==> src/rtl/csc_pipe.sv <==
// Streaming RGB -> grey / BT.601 full-range YCbCr / pass-through converter, 3-stage valid/ready pipeline.
// Optional feature macro: CSC_ROUND_EN (round-half-up before the Q8 shift; truncation when undefined).
module csc_pipe #(
  parameter int CH_W = 8
) (
  input  logic                clk,
  input  logic                rst_n,
  input  logic [1:0]          mode,
  input  logic                src_valid,
  output logic                src_ready,
  input  logic [3*CH_W-1:0]   src_data,
  output logic                dst_valid,
  input  logic                dst_ready,
  output logic [3*CH_W-1:0]   dst_data
);

  localparam int DW = 3 * CH_W;
  localparam int PW = CH_W + 10;
  localparam int SW = CH_W + 11;

`ifdef CSC_ROUND_EN
  localparam logic signed [SW-1:0] RND = SW'(128);
`else
  localparam logic signed [SW-1:0] RND = '0;
`endif
  localparam logic signed [SW-1:0] OFF  = SW'(1 << (CH_W - 1));
  localparam logic signed [SW-1:0] MAXV = SW'((1 << CH_W) - 1);

  // Row-major Q0.8 matrix: rows Y, Cb, Cr; columns R, G, B.
  function automatic logic signed [8:0] coef(input int idx);
    case (idx)
      0:       coef = 9'sd77;
      1:       coef = 9'sd150;
      2:       coef = 9'sd29;
      3:       coef = -9'sd43;
      4:       coef = -9'sd85;
      5:       coef = 9'sd128;
      6:       coef = 9'sd128;
      7:       coef = -9'sd107;
      default: coef = -9'sd21;
    endcase
  endfunction

  function automatic logic [CH_W-1:0] scale_clamp(input logic signed [SW-1:0] s,
                                                   input logic add_off);
    logic signed [SW-1:0] t;
    t = (s + RND) >>> 8;
    if (add_off) t = t + OFF;
    if (t[SW-1])       scale_clamp = '0;
    else if (t > MAXV) scale_clamp = '1;
    else               scale_clamp = t[CH_W-1:0];
  endfunction

  logic                 v1_q, v1_d, v2_q, v2_d, v3_q, v3_d;
  logic [1:0]           mode1_q, mode1_d, mode2_q, mode2_d;
  logic [DW-1:0]        raw1_q, raw1_d, raw2_q, raw2_d, out3_q, out3_d;
  logic signed [PW-1:0] prod_q [9];
  logic signed [PW-1:0] prod_d [9];
  logic signed [PW-1:0] prod_mul [9];
  logic signed [SW-1:0] sum_q [3];
  logic signed [SW-1:0] sum_d [3];
  logic signed [SW-1:0] sum_add [3];
  logic                 adv1, adv2, adv3;
  logic                 load1, load2, load3;
  logic [CH_W-1:0]      y_c, cb_c, cr_c;

  for (genvar gi = 0; gi < 9; gi++) begin : g_mul
    logic [CH_W-1:0]      chan;
    logic signed [8:0]    c9;
    logic signed [PW-1:0] chan_ext, coef_ext;
    assign chan     = src_data[DW-1-(gi%3)*CH_W -: CH_W];
    assign c9       = coef(gi);
    assign chan_ext = signed'({{(PW-CH_W){1'b0}}, chan});
    assign coef_ext = {{(PW-9){c9[8]}}, c9};
    assign prod_mul[gi] = chan_ext * coef_ext;
  end

  for (genvar gi = 0; gi < 3; gi++) begin : g_sum
    assign sum_add[gi] = SW'(prod_q[3*gi]) + SW'(prod_q[3*gi+1]) + SW'(prod_q[3*gi+2]);
  end

  assign y_c  = scale_clamp(sum_q[0], 1'b0);
  assign cb_c = scale_clamp(sum_q[1], 1'b1);
  assign cr_c = scale_clamp(sum_q[2], 1'b1);

  always_comb begin
    adv3  = !v3_q || dst_ready;
    adv2  = !v2_q || adv3;
    adv1  = !v1_q || adv2;
    load1 = adv1 && src_valid;
    load2 = adv2 && v1_q;
    load3 = adv3 && v2_q;

    v1_d    = v1_q;
    v2_d    = v2_q;
    v3_d    = v3_q;
    mode1_d = mode1_q;
    mode2_d = mode2_q;
    raw1_d  = raw1_q;
    raw2_d  = raw2_q;
    out3_d  = out3_q;
    for (int i = 0; i < 9; i++) prod_d[i] = prod_q[i];
    for (int i = 0; i < 3; i++) sum_d[i] = sum_q[i];

    if (adv1) v1_d = src_valid;
    if (adv2) v2_d = v1_q;
    if (adv3) v3_d = v2_q;

    if (load1) begin
      mode1_d = mode;
      raw1_d  = src_data;
      for (int i = 0; i < 9; i++) prod_d[i] = prod_mul[i];
    end
    if (load2) begin
      mode2_d = mode1_q;
      raw2_d  = raw1_q;
      for (int i = 0; i < 3; i++) sum_d[i] = sum_add[i];
    end
    // Output register only updates on advance, so a stalled pixel stays put.
    if (load3) begin
      case (mode2_q)
        2'd0:    out3_d = {y_c, y_c, y_c};
        2'd1:    out3_d = {y_c, cb_c, cr_c};
        default: out3_d = raw2_q;
      endcase
    end
  end

  always_ff @(posedge clk) begin
    if (!rst_n) begin
      v1_q    <= 1'b0;
      v2_q    <= 1'b0;
      v3_q    <= 1'b0;
      mode1_q <= '0;
      mode2_q <= '0;
      raw1_q  <= '0;
      raw2_q  <= '0;
      out3_q  <= '0;
      for (int i = 0; i < 9; i++) prod_q[i] <= '0;
      for (int i = 0; i < 3; i++) sum_q[i] <= '0;
    end else begin
      v1_q    <= v1_d;
      v2_q    <= v2_d;
      v3_q    <= v3_d;
      mode1_q <= mode1_d;
      mode2_q <= mode2_d;
      raw1_q  <= raw1_d;
      raw2_q  <= raw2_d;
      out3_q  <= out3_d;
      for (int i = 0; i < 9; i++) prod_q[i] <= prod_d[i];
      for (int i = 0; i < 3; i++) sum_q[i] <= sum_d[i];
    end
  end

  assign src_ready = rst_n && adv1;
  assign dst_valid = v3_q;
  assign dst_data  = out3_q;

endmodule

==> config.mk <==
export PLATFORM = sky130hd
export DESIGN_NAME = csc_pipe
export DESIGN_NICKNAME = d
export VERILOG_FILES = /design/src/rtl/csc_pipe.sv
export SDC_FILE = /design/constraint.sdc
export NUM_CORES = 1
export LEC_CHECK = 0
export ABC_AREA = 1
export CAP_MARGIN = 20
export CORE_MARGIN = 2
export CORE_UTILIZATION = 52
export DETAILED_ROUTE_END_ITERATION = 10
export GPL_TIMING_DRIVEN = 0
export PLACE_DENSITY_LB_ADDON = 0.05
export SETUP_SLACK_MARGIN = 0.1
export SYNTH_ARGS = -nofsm -noshare
export SYNTH_HDL_FRONTEND = slang
export SYNTH_SLANG_ARGS = --single-unit
==> constraint.sdc <==
create_clock -name clk -period 4.2 [get_ports clk]
set_clock_uncertainty 0.2 [all_clocks]
set_input_delay 1.05 -clock clk [delete_from_list [all_inputs] [get_ports clk]]
set_output_delay 1.05 -clock clk [all_outputs]
set_load 0.01 [all_outputs]
# [Word level (Yosys, flattened, before mapping)]
# Memory sizes are Yosys's and may differ from the RTL's.
# Cells that the tools add are included.
[word_totals] register_bits=79 latch_bits=0 ramBits=219 rom_bits=0 inputBits=30 memories=2
[op_classes] n_addsub=8 mul=7 div=0 n_lt_le_gt_ge=3 n_eq_ne=1 n_shift=0 n_mux=23 bitwise_logic=12 n_reduce_logical=11
[memory_table] memory="prod_q" depth=9 width=18 read_ports=9 rd_clocked_by_memory_dff=0 write_ports=9 line_no="57" source="logic signed [PW-1:0] prod_q [9];"
[memory_table] memory="sum_q" depth=3 width=19 read_ports=3 rd_clocked_by_memory_dff=0 write_ports=3 line_no="60" source="logic signed [SW-1:0] sum_q [3];"
[ops] op="2-to-1 mux 162 bit" count=1
[ops] op="2-to-1 mux 18 bit" count=9
[ops] op="adder 18 x 18 -> 19 bit" count=3
[ops] op="adder 19 x 18 -> 19 bit" count=3
[ops] op="2-to-1 mux 19 bit" count=3
[ops] op="2-to-1 mux 57 bit" count=1
[ops] op="2-to-1 mux 8 bit" count=6
[ops] op="case mux 24 bit (2 select lines)" count=1
[ops] op="multiplier 9 x 8 -> 17 bit (second input constant)" count=2
[ops] op="multiplier 8 x 7 -> 15 bit (second input constant)" count=2
[ops] op="adder 11 x 9 -> 12 bit (second input constant)" count=2
[ops] op="greater-than comparator 12 x 9 -> 1 bit (second input constant)" count=2
[ops] op="multiplier 9 x 7 -> 16 bit (second input constant)" count=1
[ops] op="multiplier 9 x 6 -> 15 bit (second input constant)" count=1
[ops] op="multiplier 8 x 5 -> 13 bit (second input constant)" count=1
[ops] op="OR 1 bit" count=12
[ops] op="greater-than comparator 11 x 9 -> 1 bit (second input constant)" count=1
[ops] op="logical AND 1 bit" count=4
[ops] op="zero test 1 bit" count=3
[ops] op="logical OR 1 bit" count=3
[ops] op="equality test 2 x 1 -> 1 bit (second input constant)" count=1
[ops] op="zero test 2 bit" count=1
[ops] op="2-to-1 mux 1 bit" count=2

# [Longest topological paths before layout]
[logic_depth] depth_word=7 mapped_depth=20

# [Worst setup path after synthesis]
# OpenSTA, ideal clock, no wires.
[synth_path] kind="in2reg" start="input port src_data[9]" end="memory prod_q[0][81] (netlist bit)" setup_time_ns=0.057 arrival_ns=4.122 required_ns=3.943 path_slack_ns=-0.179 cell_stages=15 path_buffers=0 path_cell_list="inv_1 > ha_1 > fa_1 > fa_1 > inv_1 > fa_1 > inv_1 > ha_1 > nand2_1 > o21ai_1 > a21oi_1 > or2_2 > nand3_1 > o211ai_1 > inv_1"
[synth_lines] item="from (decl)" line_no="11" source="input logic [3*CH_W-1:0] src_data,"
[synth_lines] item="to (decl)" line_no="57"

# [Worst setup path in the final report]
[layout_path] start="input port rst_n" end="output port src_ready"
[layout_via] elab_chain_len=1
[layout_rtl] item="from (decl)" line_no="7" source="input logic rst_n,"
[layout_rtl] item="logical AND 1 bit" line_no="155" source="assign src_ready = rst_n && adv1;"
[layout_rtl] item="to (decl)" line_no="10" source="output logic src_ready,"
# Every way passes these cells.

==> metrics.txt <==
clock sink total 204; CTS H-tree lvls 1; Inserted Clock Buffers 23; P&R area growth vs syn 13.2%; largest net degree at the start of global routing 14; pre-CTS setup slack -1.39 ns; # rows 68; fmax 0.248 GHz; starting density of the core 0.530; hold crit path type flip-flop to flip-flop; slowest CP cell clkdlybuf4s50_1; unrepaired setup endpoints after global routing false; CP bufs+invs 5; total power 9400 uW; WP depth 6; commonest non-fill, non-tap cell in the layout inv_1; Leak 0.0105 uW; max cap viols 0; total gr overflow 0; Final Non-Filler Cells 2968; Hold Slack 0.284 ns; clk slew on worst S/H paths 0.06 ns; TritonCTS clock tree built; via count of the routed design 16.5k; reg-to-reg endpoint sum_q[0][56]; reg2reg setup slack 1.41 ns; Tmin final 4.02 ns; Final GP Congestion 0.960; CP peak stage delay 0.57 ns; share of the yosys chip area belonging to registers 0.223; Mapped Nets 2854; Bufs on Longest Clock Path 3; EDFF count, synth 0; Worst setup SP type input pin; Detailed Route WL 57.3 mm; wire per inst 19.3 um; ys async rst share 0; Yosys cell types 37; setup TNS 0 ns; CP Cell Sequence clkdlybuf4s50_1 > clkbuf_8 > buf_4 > nand2_1 > inv_1 > clkdlybuf4s50_1; required time worst endpoint 2.95 ns; num ports 56; All-Layer GR Usage 0.316; vias per cell 5.57; #FFs+latches synth 204; critical path type input pin to output pin; 1st-iter DRT viols 1335; HPWL after DPL 47.4 mm; Die H 192 um; final count of hold timing violations 0; critical path startpoint rst_n; most frequent cells in the layout inv_1 (329), nand2_1 (314), ha_1 (303); vias in the first global route 15.8k; Slew Limit Fails 0; synthesized area 18300 sq um; cell family with most CP delay buffers and inverters; Worst setup EP type output pin; maximum vdd drop 0.292 mV; die width 192 um; DRC Markers 0; CP Capture Point src_ready; Cells after Synth 2403; layout cells sized above 1 0.0979; ys flop type dfxtp_1; Port Buf Inserts 55; net count reported at finish 2948; reg-to-reg startpoint raw1_q[17]; syn_area_per_cell 7.63 sq um; Final WS setup 0.176 ns; pwr/cell area 453 nW/um^2; Clk Latency, worst-skew pair 0.54 ns; setup violators final 0; full die area 36800 sq um; Rel. slew slack 0.462; Worst R2R Path Depth 11; DR pass1 iterations 6; root buffer cell clkbuf_16; initial antenna violation count 2; dpl cells 2913; Critical Path Most Common Cell clkdlybuf4s50_1; status finished clean; first-pass GRT wire length 88.3 mm; Final ANT Viol Nets 0; Worst Path Max Fanout 10; Core Box Area 34600 sq um; worst path arrival time 2.77 ns; period utilization 0.958; yosys warns 0; Slew @ Worst Pin 0.807 ns
[layout make-up]
cell class                      count  area, sq um
Antenna cell                        1         2.50
Timing Repair Buffer               69          606
Multi-Input combinational cell   1779        13000
Clock inverter                     10         92.6
Fill cell                        3291        13900
Tap cell                          455          569
Sequential cell                   204         4080
Clock buffer                       30          632
Buffer                             68          424
Inverter                          352         1350
[per-stage QoR]
step,instance area (sq um),util
finish,20800,0.599
global route,20800,0.599
CTS,20400,0.590
detailed placement,19600,0.567
global placement,19600,0.567
floorplan,18500,-
[worst min-delay path by stage]
stage,end,cells after the start,slack (ns),from
CTS,mode1_q[1],2,0.28,mode1_q[1]
finish,mode1_q[0],2,0.28,mode1_q[0]
floorplan,mode1_q[0],2,0.25,mode1_q[0]
detailed placement,mode1_q[1],2,0.27,mode1_q[1]
global route,mode1_q[1],2,0.31,mode1_q[1]
global placement,mode1_q[1],2,0.26,mode1_q[1]
[Yosys cell counts (4+ instances only)]
| cell type | number | area (sq um) |
|---|---|---|
| o21bai_1 | 16 | 120 |
| a21o_1 | 12 | 90.1 |
| inv_1 | 346 | 1300 |
| buf_6 | 16 | 180 |
| a31oi_1 | 24 | 150 |
| fa_1 | 97 | 1940 |
| or2_1 | 8 | 50.1 |
| xor2_1 | 11 | 96.3 |
| nor3_1 | 14 | 70.1 |
| nand2_1 | 320 | 1200 |
| nand3b_1 | 5 | 37.5 |
| nor2_1 | 255 | 957 |
| nand2_2 | 4 | 25.0 |
| buf_2 | 26 | 130 |
| xnor2_1 | 18 | 158 |
| dfxtp_1 | 204 | 4080 |
| clkbuf_1 | 25 | 93.8 |
| a21oi_1 | 197 | 986 |
| o21ai_1 | 18 | 90.1 |
| ha_1 | 324 | 4050 |
| nand4_1 | 22 | 138 |
| nand3_1 | 159 | 796 |
| o21ai_0 | 204 | 1020 |
| o21a_1 | 6 | 45.0 |
| a21oi_2 | 4 | 35.0 |
| or2_2 | 11 | 68.8 |
| nor2_2 | 5 | 31.3 |
| o211ai_1 | 35 | 263 |
| inv_2 | 5 | 18.8 |
[per-layer routing]
| layer | vias up | GRT usage | routed length [um] |
|---|---|---|---|
| met5 | - | 0 | 0 |
| met3 | 133 | 0.0482 | 3960 |
| met1 | 7667 | 0.437 | 26100 |
| met4 | 0 | 0.120 | 2530 |
| met2 | 533 | 0.498 | 24700 |
| li1 | 8188 | - | - |
[cell families after synthesis]
family / Yosys count / share of synthesized area
buffers and inverters: 420 / 0.0945
XOR/XNOR: 29 / 0.0138
AND/OR/NAND/NOR: 805 / 0.185
adder cells (fa/ha/maj): 421 / 0.327
flip-flops: 204 / 0.223
AO/OA/AOI/OAI: 524 / 0.157
[flip-flops by register name (all words and copies together), names as in the netlist]
register,flops
raw1_q,23
sum_q,31
dst_data,24
mode1_q,2
dst_valid,1
raw2_q,24
v2_q,1
mode2_q,2
prod_q,95
v1_q,1
[where the power goes]
part / switching [uW] / total [uW] / internal [uW]
sequential: 219 / 2390 / 2170
combinational: 3120 / 5060 / 1940
clock: 827 / 1950 / 1120
[timing repair]
item,4_1_cts,5_1_grt
endpoints found under the setup margin,64,46
resized for setup,120,95
hold endpoints to repair,0,0
hold buffers,0,0
buffers inserted,3,11
pin swaps,3,18
[worst register-to-register path, delay by kind of cell, from the launching register on]
family	cells	cell delay, ns
and+or+nand+nor	8	0.96
adders and majority gates	2	0.85
buffers and inverters	1	0.04
DFF	1	0.63
Power figures use the tool's default switching activity.
